==> config.mk <==
export PLATFORM = sky130hd
export DESIGN_NAME = uart_rx_param
export DESIGN_NICKNAME = d
export VERILOG_FILES = /design/src/rtl/uart_rx_param.sv
export SDC_FILE = /design/constraint.sdc
export NUM_CORES = 1
export LEC_CHECK = 0
export ABC_CLOCK_PERIOD_IN_PS = 3200
export CAP_MARGIN = 15
export CORE_AREA = 2 2 78 80
export CTS_BUF_LIST = sky130_fd_sc_hd__clkbuf_16
export DETAILED_ROUTE_END_ITERATION = 6
export DIE_AREA = 0 0 80 82
export DONT_BUFFER_PORTS = 1
export GPL_TIMING_DRIVEN = 0
export PLACE_DENSITY = 0.78
export SLEW_MARGIN = 20
export SYNTH_ARGS = -nofsm -noshare
export SYNTH_HDL_FRONTEND = slang
export SYNTH_SLANG_ARGS = --single-unit
==> constraint.sdc <==
create_clock -name clk -period 3.2 [get_ports clk]
set_input_delay 0.64 -clock clk [delete_from_list [all_inputs] [get_ports clk]]
set_output_delay 0.64 -clock clk [all_outputs]
set_load 0.005 [all_outputs]
==> src/rtl/uart_rx_param.sv <==
// uart_rx_param: oversampling UART receiver with runtime baud divisor and frame format.
// Optional build macro UART_RX_MAJORITY_EN: each bit decision is a 2-of-3 vote over consecutive ticks.
module uart_rx_param #(
   parameter int DATA_BITS  = 8,
   parameter int OVERSAMPLE = 16,
   parameter int DIV_W      = 16
) (
   input  logic                 clk,
   input  logic                 reset,
   input  logic                 RxD,
   input  logic [DIV_W-1:0]     baud_div,
   input  logic                 parity_en,
   input  logic                 parity_odd,
   input  logic                 stop2,
   input  logic                 rx_ack,
   output logic [DATA_BITS-1:0] rx_data,
   output logic                 rx_valid,
   output logic                 parity_err,
   output logic                 frame_err,
   output logic                 overrun_err,
   output logic                 busy
);
   localparam int SC_W = $clog2(OVERSAMPLE);
   localparam int BI_W = $clog2(DATA_BITS);
   localparam logic [SC_W-1:0]  SC_ZERO = {SC_W{1'b0}};
   localparam logic [SC_W-1:0]  SC_ONE  = SC_W'(1);
   localparam logic [SC_W-1:0]  SC_HALF = SC_W'(OVERSAMPLE / 2 - 1);
   localparam logic [SC_W-1:0]  SC_LAST = SC_W'(OVERSAMPLE - 1);
   localparam logic [BI_W-1:0]  BI_ZERO = {BI_W{1'b0}};
   localparam logic [BI_W-1:0]  BI_ONE  = BI_W'(1);
   localparam logic [BI_W-1:0]  BI_LAST = BI_W'(DATA_BITS - 1);
   localparam logic [DIV_W-1:0] DIV_ZERO = {DIV_W{1'b0}};
   localparam logic [DIV_W-1:0] DIV_ONE  = DIV_W'(1);

   typedef enum logic [2:0] {
      S_IDLE   = 3'd0,
      S_START  = 3'd1,
      S_DATA   = 3'd2,
      S_PARITY = 3'd3,
      S_STOP   = 3'd4
   } state_t;

   function automatic logic exp_parity(input logic [DATA_BITS-1:0] d, input logic odd);
      return (^d) ^ odd;
   endfunction

`ifdef UART_RX_MAJORITY_EN
   function automatic logic maj3(input logic a, input logic b, input logic c);
      return (a & b) | (a & c) | (b & c);
   endfunction
`endif

   logic                 sync1_q, sync1_d;
   logic                 rxs_q, rxs_d;
   logic [DIV_W-1:0]     baud_cnt_q, baud_cnt_d;
   logic [DIV_W-1:0]     div_m1_s;
   logic                 tick_s;
   logic                 bit_s;
   state_t               state_q, state_d;
   logic [SC_W-1:0]      sc_q, sc_d;
   logic [BI_W-1:0]      bit_idx_q, bit_idx_d;
   logic [DATA_BITS-1:0] shreg_q, shreg_d;
   logic                 stop_idx_q, stop_idx_d;
   logic                 fmt_par_en_q, fmt_par_en_d;
   logic                 fmt_par_odd_q, fmt_par_odd_d;
   logic                 fmt_stop2_q, fmt_stop2_d;
   logic                 pend_perr_q, pend_perr_d;
   logic                 pend_ferr_q, pend_ferr_d;
   logic                 commit_s;
   logic                 commit_ferr_s;
   logic [DATA_BITS-1:0] rx_data_q, rx_data_d;
   logic                 rx_valid_q, rx_valid_d;
   logic                 perr_q, perr_d;
   logic                 ferr_q, ferr_d;
   logic                 ovr_q, ovr_d;
   logic                 busy_q, busy_d;

   // Synchroniser and free-running baud tick generator; a divisor of 0 behaves as 1.
   always_comb begin
      sync1_d    = RxD;
      rxs_d      = sync1_q;
      div_m1_s   = (baud_div == DIV_ZERO) ? DIV_ZERO : (baud_div - DIV_ONE);
      tick_s     = (baud_cnt_q >= div_m1_s);
      baud_cnt_d = tick_s ? DIV_ZERO : (baud_cnt_q + DIV_ONE);
   end

`ifdef UART_RX_MAJORITY_EN
   logic [1:0] hist_q, hist_d;

   // History holds rxs from the two ticks preceding the current one.
   always_comb begin
      hist_d = tick_s ? {hist_q[0], rxs_q} : hist_q;
      bit_s  = maj3(rxs_q, hist_q[0], hist_q[1]);
   end

   always_ff @(posedge clk or posedge reset) begin
      if (reset) begin
         hist_q <= 2'b11;
      end else begin
         hist_q <= hist_d;
      end
   end
`else
   always_comb begin
      bit_s = rxs_q;
   end
`endif

   // Frame sequencer: all decisions happen on ticks at the configured sample points.
   always_comb begin
      state_d       = state_q;
      sc_d          = sc_q;
      bit_idx_d     = bit_idx_q;
      shreg_d       = shreg_q;
      stop_idx_d    = stop_idx_q;
      fmt_par_en_d  = fmt_par_en_q;
      fmt_par_odd_d = fmt_par_odd_q;
      fmt_stop2_d   = fmt_stop2_q;
      pend_perr_d   = pend_perr_q;
      pend_ferr_d   = pend_ferr_q;
      commit_s      = 1'b0;
      commit_ferr_s = pend_ferr_q;
      case (state_q)
         S_IDLE: begin
            if (tick_s && !rxs_q) begin
               state_d       = S_START;
               sc_d          = SC_ZERO;
               bit_idx_d     = BI_ZERO;
               stop_idx_d    = 1'b0;
               fmt_par_en_d  = parity_en;
               fmt_par_odd_d = parity_odd;
               fmt_stop2_d   = stop2;
               pend_perr_d   = 1'b0;
               pend_ferr_d   = 1'b0;
            end else begin
               state_d = S_IDLE;
            end
         end
         S_START: begin
            if (tick_s && (sc_q == SC_HALF)) begin
               if (bit_s) begin
                  state_d = S_IDLE;
               end else begin
                  state_d   = S_DATA;
                  sc_d      = SC_ZERO;
                  bit_idx_d = BI_ZERO;
               end
            end else if (tick_s) begin
               sc_d = sc_q + SC_ONE;
            end else begin
               sc_d = sc_q;
            end
         end
         S_DATA: begin
            if (tick_s && (sc_q == SC_LAST)) begin
               shreg_d   = {bit_s, shreg_q[DATA_BITS-1:1]};
               sc_d      = SC_ZERO;
               bit_idx_d = bit_idx_q + BI_ONE;
               if (bit_idx_q == BI_LAST) begin
                  state_d    = fmt_par_en_q ? S_PARITY : S_STOP;
                  stop_idx_d = 1'b0;
               end else begin
                  state_d = S_DATA;
               end
            end else if (tick_s) begin
               sc_d = sc_q + SC_ONE;
            end else begin
               sc_d = sc_q;
            end
         end
         S_PARITY: begin
            if (tick_s && (sc_q == SC_LAST)) begin
               if (bit_s != exp_parity(shreg_q, fmt_par_odd_q)) begin
                  pend_perr_d = 1'b1;
               end else begin
                  pend_perr_d = pend_perr_q;
               end
               sc_d    = SC_ZERO;
               state_d = S_STOP;
            end else if (tick_s) begin
               sc_d = sc_q + SC_ONE;
            end else begin
               sc_d = sc_q;
            end
         end
         S_STOP: begin
            if (tick_s && (sc_q == SC_LAST)) begin
               sc_d        = SC_ZERO;
               pend_ferr_d = pend_ferr_q | ~bit_s;
               if (fmt_stop2_q && !stop_idx_q) begin
                  stop_idx_d = 1'b1;
               end else begin
                  // Leaving mid-stop lets an immediately following start bit be caught.
                  commit_s      = 1'b1;
                  commit_ferr_s = pend_ferr_q | ~bit_s;
                  state_d       = S_IDLE;
               end
            end else if (tick_s) begin
               sc_d = sc_q + SC_ONE;
            end else begin
               sc_d = sc_q;
            end
         end
         default: begin
            state_d = S_IDLE;
            sc_d    = SC_ZERO;
         end
      endcase
   end

   // Holding register: a commit beats a simultaneous acknowledge.
   always_comb begin
      rx_data_d  = rx_data_q;
      rx_valid_d = rx_valid_q;
      perr_d     = perr_q;
      ferr_d     = ferr_q;
      ovr_d      = ovr_q;
      busy_d     = (state_d != S_IDLE);
      if (commit_s && (!rx_valid_q || rx_ack)) begin
         rx_data_d  = shreg_q;
         rx_valid_d = 1'b1;
         perr_d     = pend_perr_q;
         ferr_d     = commit_ferr_s;
         ovr_d      = rx_ack ? 1'b0 : ovr_q;
      end else if (commit_s) begin
         ovr_d = 1'b1;
      end else if (rx_ack) begin
         rx_valid_d = 1'b0;
         perr_d     = 1'b0;
         ferr_d     = 1'b0;
         ovr_d      = 1'b0;
      end else begin
         rx_valid_d = rx_valid_q;
      end
   end

   always_ff @(posedge clk or posedge reset) begin
      if (reset) begin
         sync1_q       <= 1'b1;
         rxs_q         <= 1'b1;
         baud_cnt_q    <= DIV_ZERO;
         state_q       <= S_IDLE;
         sc_q          <= SC_ZERO;
         bit_idx_q     <= BI_ZERO;
         shreg_q       <= {DATA_BITS{1'b0}};
         stop_idx_q    <= 1'b0;
         fmt_par_en_q  <= 1'b0;
         fmt_par_odd_q <= 1'b0;
         fmt_stop2_q   <= 1'b0;
         pend_perr_q   <= 1'b0;
         pend_ferr_q   <= 1'b0;
         rx_data_q     <= {DATA_BITS{1'b0}};
         rx_valid_q    <= 1'b0;
         perr_q        <= 1'b0;
         ferr_q        <= 1'b0;
         ovr_q         <= 1'b0;
         busy_q        <= 1'b0;
      end else begin
         sync1_q       <= sync1_d;
         rxs_q         <= rxs_d;
         baud_cnt_q    <= baud_cnt_d;
         state_q       <= state_d;
         sc_q          <= sc_d;
         bit_idx_q     <= bit_idx_d;
         shreg_q       <= shreg_d;
         stop_idx_q    <= stop_idx_d;
         fmt_par_en_q  <= fmt_par_en_d;
         fmt_par_odd_q <= fmt_par_odd_d;
         fmt_stop2_q   <= fmt_stop2_d;
         pend_perr_q   <= pend_perr_d;
         pend_ferr_q   <= pend_ferr_d;
         rx_data_q     <= rx_data_d;
         rx_valid_q    <= rx_valid_d;
         perr_q        <= perr_d;
         ferr_q        <= ferr_d;
         ovr_q         <= ovr_d;
         busy_q        <= busy_d;
      end
   end

   assign rx_data     = rx_data_q;
   assign rx_valid    = rx_valid_q;
   assign parity_err  = perr_q;
   assign frame_err   = ferr_q;
   assign overrun_err = ovr_q;
   assign busy        = busy_q;

endmodule

# ---- Word-level counts from Yosys, hierarchy flattened
# Cells that the tools add are included.
dict set report classes {
  add_sub_neg 4
  order_cmp 1
  n_eq_ne 19
  n_mux 48
  bitwise 3
  n_reduce_logical 27
}
# operator count
set ops {}
lappend ops {{two-way mux 3 bit} 11}
lappend ops {{two-way mux 16 bit} 2}
lappend ops {{two-way mux 1 bit} 23}
lappend ops {{two-way mux 4 bit} 5}
lappend ops {{!= test 2 bit (second input constant)} 9}
lappend ops {{adder 16 x 1 -> 16 bit (second input constant)} 1}
lappend ops {{greater-or-equal comparator 16 bit} 1}
lappend ops {{logical NOT 16 bit} 1}
lappend ops {{subtractor 16 x 1 -> 16 bit (second input constant)} 1}
lappend ops {{one-hot mux 3 bit (5 select lines)} 1}
lappend ops {{one-hot mux 4 bit (3 select lines)} 1}
lappend ops {{one-hot mux 3 bit (3 select lines)} 1}
lappend ops {{nonzero test 3 bit} 3}
lappend ops {{AND reduction 2 bit} 4}
lappend ops {{XOR reduction 8 bit} 1}
lappend ops {{equality test 3 x 2 -> 1 bit (second input constant)} 2}
lappend ops {{equality test 3 bit (second input constant)} 2}
lappend ops {{AND reduction 6 bit} 1}
lappend ops {{nonzero test 2 bit} 3}
lappend ops {{logical AND 1 bit} 5}
lappend ops {{AND reduction 5 bit} 1}
lappend ops {{adder 4 x 1 -> 4 bit (second input constant)} 1}
lappend ops {{equality test 4 x 3 -> 1 bit (second input constant)} 1}
lappend ops {{equality test 4 bit (second input constant)} 1}
lappend ops {{17 further kinds} 20}
dict set report word_totals {
  ff_bits 55
  inputBits 23
  out_inout_bits 13
}

# ---- Depth between registers and ports, before layout
# Gate-level depths: netlist of the first run.
dict set report logic_depth {
  depth_word 9
  mapped_depth 15
  mapped_depth_nobuf 14
}

# ---- Worst setup path before layout of the first run
# No wires, ideal clock.
dict set report synth_path {
  path_kind {input-to-reg}
  from {input baud_div[8]}
  to {register rx_data_q[0] (netlist: rx_data[0])}
  arrival_ns 4.014
  path_slack_ns -0.939
  stages 14
  cell_sequence {or4_1 -> or3_1 -> nor2_1 -> nand4_1 -> clkbuf_1 -> nand2_1 -> ha_1 -> nand4_1 -> nor4_1 -> o31ai_1 -> and3_1 -> or4_1 -> buf_6 -> mux2_4}
}
dict set report synth_between {
  elab_chain_cells 7
}
# item line
set synth_lines {}
lappend synth_lines {{from (decl)} 11} ;# input logic [DIV_W-1:0] baud_div,
lappend synth_lines {{subtractor 16 x 1 -> 16 bit / logical NOT 16 bit (equally long branches)} 82} ;# div_m1_s = (baud_div == DIV_ZERO) ? DIV_ZERO : (baud_div - DIV_ONE);
lappend synth_lines {{two-way mux 16 bit *} 82}
lappend synth_lines {{greater-or-equal comparator 16 bit *} 83} ;# tick_s = (baud_cnt_q >= div_m1_s);
lappend synth_lines {{logical AND 1 bit *} 187} ;# if (tick_s && (sc_q == SC_LAST)) begin
lappend synth_lines {{two-way mux 1 bit *} 187}
lappend synth_lines {{two-way mux 1 bit *} 123} ;# case (state_q)
lappend synth_lines {{logical AND 1 bit *} 219} ;# if (commit_s && (!rx_valid_q || rx_ack)) begin
lappend synth_lines {{to (signal assigned)} 252} ;# rx_data_q <= {DATA_BITS{1'b0}};
lappend synth_lines {{to (signal assigned)} 272} ;# rx_data_q <= rx_data_d;
lappend synth_lines {{to (decl)} 71} ;# logic [DATA_BITS-1:0] rx_data_q, rx_data_d;
# Every way passes the cells marked *; elsewhere a longest branch is shown, timed or not.
# A chain may end at the register's enable or synchronous reset.

# ---- Final worst setup path of the first run
dict set report layout_path {
  from {input baud_div[5]}
  to {register fmt_stop2_q}
}
dict set report layout_between {
  elab_chain_cells 5
}
# item line
set layout_lines {}
lappend layout_lines {{subtractor 16 x 1 -> 16 bit / logical NOT 16 bit (equally long branches)} 82}
lappend layout_lines {{two-way mux 16 bit *} 82}
lappend layout_lines {{greater-or-equal comparator 16 bit *} 83}
lappend layout_lines {{logical AND 1 bit *} 125} ;# if (tick_s && !rxs_q) begin
lappend layout_lines {{AND reduction 2 bit (no line) *} --}
lappend layout_lines {{to (signal assigned)} 269} ;# fmt_stop2_q <= fmt_stop2_d;
lappend layout_lines {{to (decl)} 66} ;# logic fmt_stop2_q, fmt_stop2_d;
# Marked as above.

==> impl_metrics.ini, run 1 <==
[synthesis]
synthArstFlopShare_pct = 100
synth_edf_count = 0
avgSynthCellArea_sq_um = 9.56
synth_warnings = 0
ys_seq_area_share_pct = 41.1
netlist_area_sq_mm = 0.00336
ys_ff_latch = 55
synthFlopType = dfrtp_1
postSynthCellCount = 351
synth_cell_types = 44
synthesis.nets = 396

[routing]
route.detailed.drc = 0
detail_route.iter0.violations = 316
post_drt_wl_per_cell_um = 19.6
via_per_inst = 6.36
drt-total-wl_mm = 9.18
vias = 2983
firstDrtPassIters = 5
postRouteAntennaNets = 0

[worst_setup_path]
path_delay_family = simple AND/OR/NAND/NOR gates
cp-start-kind = input pin
required_ns = 3.37
worst-path-buf-inv = 2
critPathMaxStageDelay_ns = 0.54
reg2reg_depth = 9
r2r_setup_slack_ns = 0.58
worstSetupPathType = in -> reg
end_kind = flip-flop
cp.arrival_ns = 4.01
cp.depth = 14
r2r-end = fmt_stop2_q
critPathMaxFanout = 6
cpMaxStageDelayCell = or4_4
rr_startpoint = baud_cnt_q[11]
crit_chain = or4_4 -> or3_4 -> nor3_4 -> xor2_1 -> nand2_1 -> ha_4 -> nand4_1 -> nor4_4 -> o31ai_4 -> buf_4 -> buf_6 -> a31oi_4 -> and3_4 -> mux2_4

[die]
die_h_um = 82
io_pins = 36
rows = 28
initial_core_util_pct = 58.4
die_w_um = 80
core_sq_mm = 0.00575
dieArea_sq_mm = 0.00656

[outcome]
status = finished, violations left
violations = negative setup slack

[grt]
antenna_found_initial = 0
overflow = 0
grt_pass1_vias = 2775
track_usage_pct = 26.0
grt_pass1_wl_mm = 13.4
grt_start_max_net_pins = 56

[clock_network]
cts_sinks = 55
root_buffer = clkbuf_16
cts_buffers = 5
tritoncts = done
path_clk_slew_ns = 0.07
clk_path_buf_depth = 2
ctsHoldBuffers = 0
htreeDepth = 2
clk_latency_ns = 0.29

[layout]
finish.utilization_pct = 78.5
syn_to_final_growth_pct = 34.5
nFillCells = 342
layout-drive-gt1-share_pct = 36.0
antennaDiodeCount = 0
fin_cells = 469
nets = 438

[sta]
tightest_slew_ns = 0.684
period_minus_slack_ns = 3.84
fin_tns_setup_ns = -26.50
fin_crit_sh_pct = 120
worst_hold_slack_ns = 0.326
relSlewSlack_pct = 54.0
finalHoldViolCount = 0
rsz0062_at_grt = true
max_freq_mhz = 261
clock_skew_ns = 0.00431
setup_ws_ns = -0.637
finalSetupViolations = 53
drv_slew = 0

[placement]
io_buffers = 0
placed_cells = 426
place_congestion = 0.867
hpwl_mm = 4.85
pre_cts_ws_ns = -1.21

[pwr]
ir_drop_v = 0.000539
p_per_area_mw_per_mm2 = 521
power.leakage_nw = 1.97

[min_path]
hp-class = in -> async

[flow_run]
drv_cap = 0
==> synth_stat cells (6+ instances only) <==
| cell | instances | area share (%) |
|---|---|---|
| nand2_1 | 36 | 4.0 |
| o21ai_0 | 7 | 1.0 |
| ha_1 | 22 | 8.2 |
| clkbuf_1 | 12 | 1.3 |
| mux2_4 | 8 | 3.6 |
| mux2_2 | 12 | 4.0 |
| and3_1 | 8 | 1.5 |
| nand2b_1 | 6 | 1.1 |
| nor3_1 | 8 | 1.2 |
| xor2_1 | 19 | 5.0 |
| nand3_1 | 15 | 2.2 |
| nand4_1 | 8 | 1.5 |
| nor2_1 | 38 | 4.3 |
| dfrtp_1 | 53 | 40 |
| a21oi_1 | 16 | 2.4 |
| inv_1 | 13 | 1.5 |
| xnor2_1 | 18 | 4.7 |
==> per-layer routing <==
layer	wire length, um	GRT usage (%)	part of all wire [%]	up-vias
met5	0	0	0	-
met1	3910	34.5	43	1479
met4	240	7.46	2.6	0
met2	4490	43.6	49	157
li1	-	-	-	1315
met3	533	5.16	5.8	32
==> how the worst max path moves through the flow <==
stage | end | start | slack [ns]
after CTS | rx_data[6] | baud_div[5] | -0.68
after global placement | shreg_q[4] | baud_div[8] | -1.16
after floorplan | rx_data[0] | baud_div[8] | -0.68
after global routing | rx_data[1] | baud_div[5] | -0.76
final | fmt_stop2_q | baud_div[5] | -0.64
after detailed placement | shreg_q[0] | baud_div[8] | -1.21
==> sequential cells by signal, indices dropped and copies added (netlist names), 3 cells and up <==
signal and count:
baud_cnt_q 16, rx_data 8, shreg_q 8, sc_q 4, bit_idx_q 3, state_q 3
==> logic make-up after synthesis <==
group	count (synthesis)	synth area share [%]
adder cells (fa/ha/maj)	22	8.20
AO/OA/AOI/OAI	47	8.91
AND/OR/NAND/NOR	140	20.2
flip-flops	55	41.1
multiplexers	24	8.80
XOR/XNOR	37	9.66
buffers and inverters	26	3.13
==> what timing repair did <==
| item | 4_1_cts | 5_1_grt |
|---|---|---|
| setup buffers | 23 | 20 |
| endpoints found under the setup margin | 53 | 53 |
| cloned | 0 | 1 |
| pin swaps | 17 | 32 |
| resized for setup | 64 | 68 |
==> area by class of cell <==
| class | count | area (sq um) | share of cell area (%) |
|---|---|---|---|
| multi-input combinational | 270 | 2380 | 52.8 |
| sequential | 55 | 1380 | 30.6 |
| timing repair buffer | 40 | 409 | 9.07 |
| clock buffer | 5 | 125 | 2.77 |
| tap | 75 | 93.8 | 2.08 |
| buffer | 8 | 52.6 | 1.16 |
| inverter | 13 | 51.3 | 1.14 |
| clock inverter | 3 | 20.0 | 0.444 |
==> through the flow <==
stage          cell area (sq um)  total power [mW]
2_1_floorplan               3450              1.35
3_3_place_gp                3550              1.44
3_5_place_dp                3550              1.47
4_1_cts                     4160              2.13
5_1_grt                     4510              2.46
6_report                    4510              2.35
==> layout by cell type (no fill, tap or decap), types with 3 or more instances in the layout <==
cell type and n:
nor2b_1 4, buf_4 19, nand3_1 11, nor2_1 23, nor3_1 5, or4_4 4, clkbuf_16 6, xor2_1 19
o21ai_0 5, nand2_2 5, nand2_1 29, dfrtp_1 53, mux2i_1 3, and3_1 5, a21oi_1 11, buf_8 4
ha_1 16, a21oi_2 5, inv_1 12, nor2_4 9, nand3_2 3, xnor2_1 17, nor2_2 6, ha_4 6
clkbuf_1 6, mux2_4 20, buf_6 17, nand2b_1 5, nand4_1 8, and3_4 3
==> power breakdown <==
part           leakage (nW)  switching, mW  total (mW)  internal (mW)
clock                0.0674          0.245       0.534          0.289
sequential            0.728          0.155       0.972          0.817
combinational          1.17          0.423       0.844          0.420
total                  1.97          0.823        2.35           1.53
==> worst reg2reg max path, stage by stage, from the launching register on <==
cell	delay, ns
dfrtp_1	0.42
ha_1	0.35
nand4_1	0.19
nor4_4	0.34
o31ai_4	0.13
buf_4	0.17
buf_6	0.12
a31oi_4	0.17
and3_4	0.29
mux2_4	0.31
(Power assumes the default switching activity.)
==> inputs of run 2 (changes only) <==
==> config.mk (replaced) <==
export PLATFORM = sky130hd
export DESIGN_NAME = uart_rx_param
export DESIGN_NICKNAME = d
export VERILOG_FILES = /design/src/rtl/uart_rx_param.sv
export SDC_FILE = /design/constraint.sdc
export NUM_CORES = 1
export LEC_CHECK = 0
export ABC_AREA = 1
export ABC_CLOCK_PERIOD_IN_PS = 4750
export CAP_MARGIN = 15
export CORE_AREA = 2 2 80 82
export CTS_BUF_LIST = sky130_fd_sc_hd__clkbuf_16
export DETAILED_ROUTE_END_ITERATION = 6
export DIE_AREA = 0 0 82 84
export DONT_BUFFER_PORTS = 1
export GPL_TIMING_DRIVEN = 0
export PLACE_DENSITY = 0.79
export SLEW_MARGIN = 20
export SYNTH_ARGS = -nofsm -noshare
export SYNTH_HDL_FRONTEND = slang
export SYNTH_SLANG_ARGS = --single-unit
==> constraint.sdc (replaced) <==
create_clock -name clk -period 4.75 [get_ports clk]
set_input_delay 0.95 -clock clk [delete_from_list [all_inputs] [get_ports clk]]
set_output_delay 0.95 -clock clk [all_outputs]
set_load 0.005 [all_outputs]
==> run 2 against run 1 <==
Net effect:
- the run now ends clean
- core utilization down 17 points
- sequential cell count stayed put
- wire length is 26% lower
- global-route usage is 4.4 points lower
- critical endpoint is now parity_err
- die area grew 5.0%
- clock power shrank 34%
==> impl_metrics.ini, run 2 <==
[synthesis]
yosysTopAreaCellShare_pct = 37.5
synthesis.nets = 517
synth_edf_count = 0
postSynthCellCount = 472
netlist_area_sq_mm = 0.00354
synth_cell_types = 35
avgSynthCellArea_sq_um = 7.50
yosys-top-cells-area = dfrtp_1, nand2_1, ha_1
synthArstFlopShare_pct = 100
synthTopCellsByCount = nand2_1, inv_1, nor2_1
synth_warnings = 0
ys_seq_area_share_pct = 39.0
ys_ff_latch = 55
synthFlopType = dfrtp_1
synth_area_leader_cell = dfrtp_1
yosysMostFrequentCell = nand2_1

[pwr]
power.leakage_nw = 1.94
p_per_area_mw_per_mm2 = 375
ir_drop_v = 0.000324
power_switching_mw = 0.513
internal_power_mw = 0.904
power.share.clock_pct = 24.8
p_seq_share_pct = 44.0
switching_share_pct = 36.2
combPwrFrac_pct = 31.2
power_mw = 1.42

[clock_network]
path_clk_slew_ns = 0.07
ctsHoldBuffers = 0
clk_path_buf_depth = 2
cts_setup_buffers = 0
htreeDepth = 2
clk_latency_ns = 0.29
cts_buffers = 5
root_buffer = clkbuf_16
cts_sinks = 55
tritoncts = done
cts_resized = 0

[layout]
nets = 524
regMostFlops = baud_cnt_q
nFillCells = 537
largest_reg_flops = 16
finish.utilization_pct = 62.0
antennaDiodeCount = 0
syn_to_final_growth_pct = 6.79
most-common-layout-cells = nand2_1, inv_1, nor2_1, dfrtp_1
mostFrequentLayoutCell = nand2_1
layout-drive-gt1-share_pct = 8.54

[worst_setup_path]
worst-path-buf-inv = 4
worstSetupPathType = in -> reg
required_ns = 4.93
path_delay_family = simple AND/OR/NAND/NOR gates
cp.arrival_ns = 3.66
cp-start-kind = input pin
cp_common_cell = nand2_1
crit_chain = inv_1 -> ha_1 -> nand2_1 -> nor2_2 -> nand3_1 -> nor3_1 -> xnor2_1 -> inv_1 -> nand2_1 -> ha_1 -> nand2_1 -> nor3_1 -> nand2_2 -> nand2_4 -> nand3_4 -> clkinv_2 -> nand3_4 -> buf_6 -> nand3_1 -> nand2_1
critPathMaxFanout = 10
cpMaxStageDelayCell = ha_1
critPathMaxStageDelay_ns = 0.28
end_kind = flip-flop

[sta]
rsz0062_at_grt = false
drv_slew = 0
worst_hold_slack_ns = 0.358
clock_skew_ns = 0.00783
fin_crit_sh_pct = 73.2
max_freq_mhz = 288
finalSetupViolations = 0
period_minus_slack_ns = 3.48
relSlewSlack_pct = 55.7
tightest_slew_ns = 0.665
finalHoldViolCount = 0
fin_tns_setup_ns = 0

[die]
core_sq_mm = 0.00610
die_h_um = 84
io_pins = 36
initial_core_util_pct = 58.0
die_w_um = 82
rows = 29
dieArea_sq_mm = 0.00689

[routing]
detail_route.iter0.violations = 139
firstDrtPassIters = 4
vias = 2926
post_drt_wl_per_cell_um = 12.3
postRouteAntennaNets = 0
route.detailed.drc = 0
via_per_inst = 5.25
drt-total-wl_mm = 6.82

[placement]
io_buffers = 0
hpwl_mm = 5.20
place_congestion = 0.837

[outcome]
status = finished, final reports clean

[flow_run]
drv_cap = 0

[grt]
grt_pass1_vias = 2903
antenna_found_initial = 0
track_usage_pct = 21.6
grt_start_max_net_pins = 56
grt_pass1_wl_mm = 11.8
overflow = 0

[min_path]
hp-class = reg -> reg
[run 2: cell types whose count changed in the layout (fill, tap and decap cells not counted), sizes merged, moves of 6 or more]
cell and change:
o21ai +28, nand2b -6, nand2 +93, xnor2 -8
xor2 -7, and3 -8, mux2 -20, nand3 +16
clkbuf -6, nor2 +25, inv +54, buf -37
[run 2: logic make-up (layout without fill, tap and decap cells)]
family,count (synthesis),in the layout,share of synthesized area (%)
buf+inv,72,80,8.06
fa+ha+maj,22,22,7.78
compound gates,55,55,8.91
flops,55,55,39.0
xor+xnor,22,22,5.45
simple gates,246,246,30.8
[run 2: layer usage]
| metal | track usage, % | wire (um) | vias up |
|---|---|---|---|
| met5 | 0 | 0 | - |
| met4 | 5.61 | 78 | 0 |
| met3 | 3.79 | 318 | 10 |
| met2 | 39.0 | 3510 | 75 |
| met1 | 25.8 | 2920 | 1328 |
| li1 | - | - | 1513 |
[run 2: final cells by class]
type	count	area [sq um]	area share, %
Clock buffer	5	125	3.31
Multi-Input combinational cell	345	1870	49.6
Tap cell	77	96.3	2.55
Clock inverter	3	16.3	0.430
Sequential cell	55	1380	36.5
Buffer	5	32.5	0.861
Inverter	67	255	6.75
[run 2: path summary, 6_finish.rpt]
path	from	end	slack (ns)	cells after the start
max in group asynchronous	reset	baud_cnt_q[15]	3.68	1
hold / removal	rxs_d	bit_s	0.36	0
hold reg to reg	rxs_d	bit_s	0.36	0
setup / recovery	baud_div[0]	parity_err	1.27	20
min in group asynchronous	reset	overrun_err	0.64	1
setup reg to reg	baud_cnt_q[13]	parity_err	2.63	11
[run 2: metrics by stage]
step | setup slack, ns | std cells | instance area [sq um]
after floorplan | 1.41 | 472 | 3540
after global placement | 1.05 | 549 | 3630
after detailed placement | 0.952 | 549 | 3640
after CTS | 1.23 | 557 | 3780
after global routing | 0.850 | 557 | 3780
final | 1.27 | 557 | 3780
[run 2: power by group through the flow]
stage               sequential [mW]  combinational (mW)  clock, mW
floorplan                     0.611               0.364          0
global placement              0.626               0.419          0
detailed placement            0.631               0.443          0
CTS                           0.623               0.447      0.360
global route                  0.634               0.519      0.378
finish                        0.624               0.443      0.351
==> inputs of run 3 (changes only) <==
--- a/config.mk
+++ b/config.mk
@@ -6,15 +6,15 @@
 export NUM_CORES = 1
 export LEC_CHECK = 0
 export ABC_AREA = 1
-export ABC_CLOCK_PERIOD_IN_PS = 4750
+export ABC_CLOCK_PERIOD_IN_PS = 3000
 export CAP_MARGIN = 15
-export CORE_AREA = 2 2 80 82
+export CORE_AREA = 2 2 82 84
 export CTS_BUF_LIST = sky130_fd_sc_hd__clkbuf_16
 export DETAILED_ROUTE_END_ITERATION = 6
-export DIE_AREA = 0 0 82 84
+export DIE_AREA = 0 0 84 86
 export DONT_BUFFER_PORTS = 1
 export GPL_TIMING_DRIVEN = 0
-export PLACE_DENSITY = 0.79
+export PLACE_DENSITY = 0.78
 export SLEW_MARGIN = 20
 export SYNTH_ARGS = -nofsm -noshare
 export SYNTH_HDL_FRONTEND = slang
==> constraint.sdc (replaced) <==
create_clock -name clk -period 3 [get_ports clk]
set_input_delay 0.6 -clock clk [delete_from_list [all_inputs] [get_ports clk]]
set_output_delay 0.6 -clock clk [all_outputs]
set_load 0.005 [all_outputs]
==> run 3 against run 2 <==
Net effect:
- largest cell class unchanged
- non-clock buffer count up 14
- hold slack lost 0.087 ns
- wire length increased by 13%
- clock-buffer cell count stayed put
- critical endpoint is now bit_idx_q[1]
- die area is 4.9% higher
- final cell count up 2.5%
- critical path type unchanged
- largest power group unchanged
- setup slack worse by 1.1 ns
- sequential share of layout area is 3.2 points lower
==> impl_metrics.ini, run 3 (same netlist as run 2, synthesis figures left out) <==
[layout]
syn_to_final_growth_pct = 17.2
mostFrequentLayoutCell = nand2_1
layout-drive-gt1-share_pct = 18.6
finish.utilization_pct = 66.1
most-common-layout-cells = nand2_1, inv_1, dfrtp_1, nor2_1, nand3_1
antennaDiodeCount = 0
regMostFlops = baud_cnt_q
largest_reg_flops = 16
nets = 538

[clock_network]
cts_buffers = 5
ctsHoldBuffers = 0
tritoncts = done
clk_path_buf_depth = 2
cts_sinks = 55
htreeDepth = 2
path_clk_slew_ns = 0.07
clk_latency_ns = 0.29
root_buffer = clkbuf_16

[worst_setup_path]
r2r_setup_slack_ns = 0.93
end_kind = flip-flop
cp-start-kind = input pin
rr_startpoint = baud_cnt_q[9]
r2r-end = stop_idx_q
cp.arrival_ns = 2.99
reg2reg_depth = 12
required_ns = 3.17
worstSetupPathType = in -> reg
critPathMaxFanout = 5

[routing]
postRouteAntennaNets = 0
route.detailed.drc = 0
post_drt_wl_per_cell_um = 13.5
detail_route.iter0.violations = 110
via_per_inst = 5.34
firstDrtPassIters = 4
vias = 3049
drt-total-wl_mm = 7.69

[sta]
relSlewSlack_pct = 55.7
fin_crit_sh_pct = 93.9
max_freq_mhz = 355
fin_tns_setup_ns = 0
clock_skew_ns = 0.00840
finalHoldViolCount = 0
tightest_slew_ns = 0.664
finalSetupViolations = 0
period_minus_slack_ns = 2.82
drv_slew = 0

[die]
initial_core_util_pct = 56.4
core_sq_mm = 0.00628
dieArea_sq_mm = 0.00722
rows = 29
io_pins = 36
die_h_um = 86
die_w_um = 84

[pwr]
p_per_area_mw_per_mm2 = 578
power.leakage_nw = 2.07
ir_drop_v = 0.000562

[min_path]
hp-class = in -> async

[grt]
overflow = 0
grt_start_max_net_pins = 56
grt_pass1_vias = 3148
grt_pass1_wl_mm = 13.3
track_usage_pct = 22.3
antenna_found_initial = 0

[outcome]
status = finished, final reports clean

[placement]
hpwl_mm = 5.10
place_congestion = 0.838
io_buffers = 0

[flow_run]
drv_cap = 0
==> run 3: worst max-delay path by stage <==
stage	start	to	slack (ns)	depth (start not counted)
2_1_floorplan	baud_div[1]	frame_err	0.008	19
3_3_place_gp	baud_div[0]	parity_err	-0.35	19
3_5_place_dp	baud_div[1]	shreg_q[0]	-0.45	17
4_1_cts	baud_div[1]	busy	0.007	19
5_1_grt	baud_div[4]	bit_idx_q[1]	-0.04	19
6_report	baud_div[4]	bit_idx_q[1]	0.18	19
==> run 3: area by class of cell <==
class                           count  area [sq um]
Multi-Input combinational cell    345          2080
Fill cell                         542          2130
Clock buffer                        5           125
Tap cell                           77          96.3
Timing Repair Buffer               14           145
Inverter                           67           259
Buffer                              5          43.8
Sequential cell                    55          1380
Clock inverter                      3          20.0
==> run 3: metal layers <==
metal  wire, um  global-route usage, %  vias up
li1           -                      -     1550
met1       3220                   26.4     1412
met2       4050                   42.0       76
met3        309                   3.56       11
met4        104                   6.45        0
met5          0                      0        -
==> run 3: report_power, final <==
| group | internal [mW] | switching [mW] |
|---|---|---|
| clock network | 0.310 | 0.265 |
| registers | 0.866 | 0.132 |
| logic | 0.315 | 0.508 |
| total | 1.49 | 0.905 |
==> run 3: worst max-delay path: stages <==
cell and delay (ns):
inv_1 0.07, nand2_2 0.08, nor4_4 0.26, nand3_2 0.11
inv_2 0.07, nand4_1 0.09, xor2_1 0.16, nand2_1 0.12
ha_4 0.29, nand2_2 0.08, nor3_4 0.20, nand2_2 0.08
nand2_4 0.11, buf_12 0.13, nand2_4 0.06, nand2_2 0.09
nand2_2 0.10, o21ai_0 0.19, nand2_1 0.08
==> run 3: through the flow <==
step | hold slack (ns) | total power, mW | cells | instance area [sq um] | worst slack [ns]
global route | 0.295 | 2.58 | 571 | 4150 | -0.0415
finish | 0.271 | 2.40 | 571 | 4150 | 0.184
floorplan | 0.345 | 1.54 | 472 | 3540 | 0.00802
detailed placement | 0.347 | 1.69 | 549 | 3640 | -0.454
CTS | 0.297 | 2.31 | 565 | 3950 | 0.00750
global placement | 0.346 | 1.66 | 549 | 3630 | -0.349
==> run 3: timing repair <==
item	in CTS	in global routing
gates cloned	1	0
hold endpoints to repair	0	0
buffers inserted	7	6
endpoints found under the setup margin	40	51
pin swaps	9	17
gates resized for setup	21	41
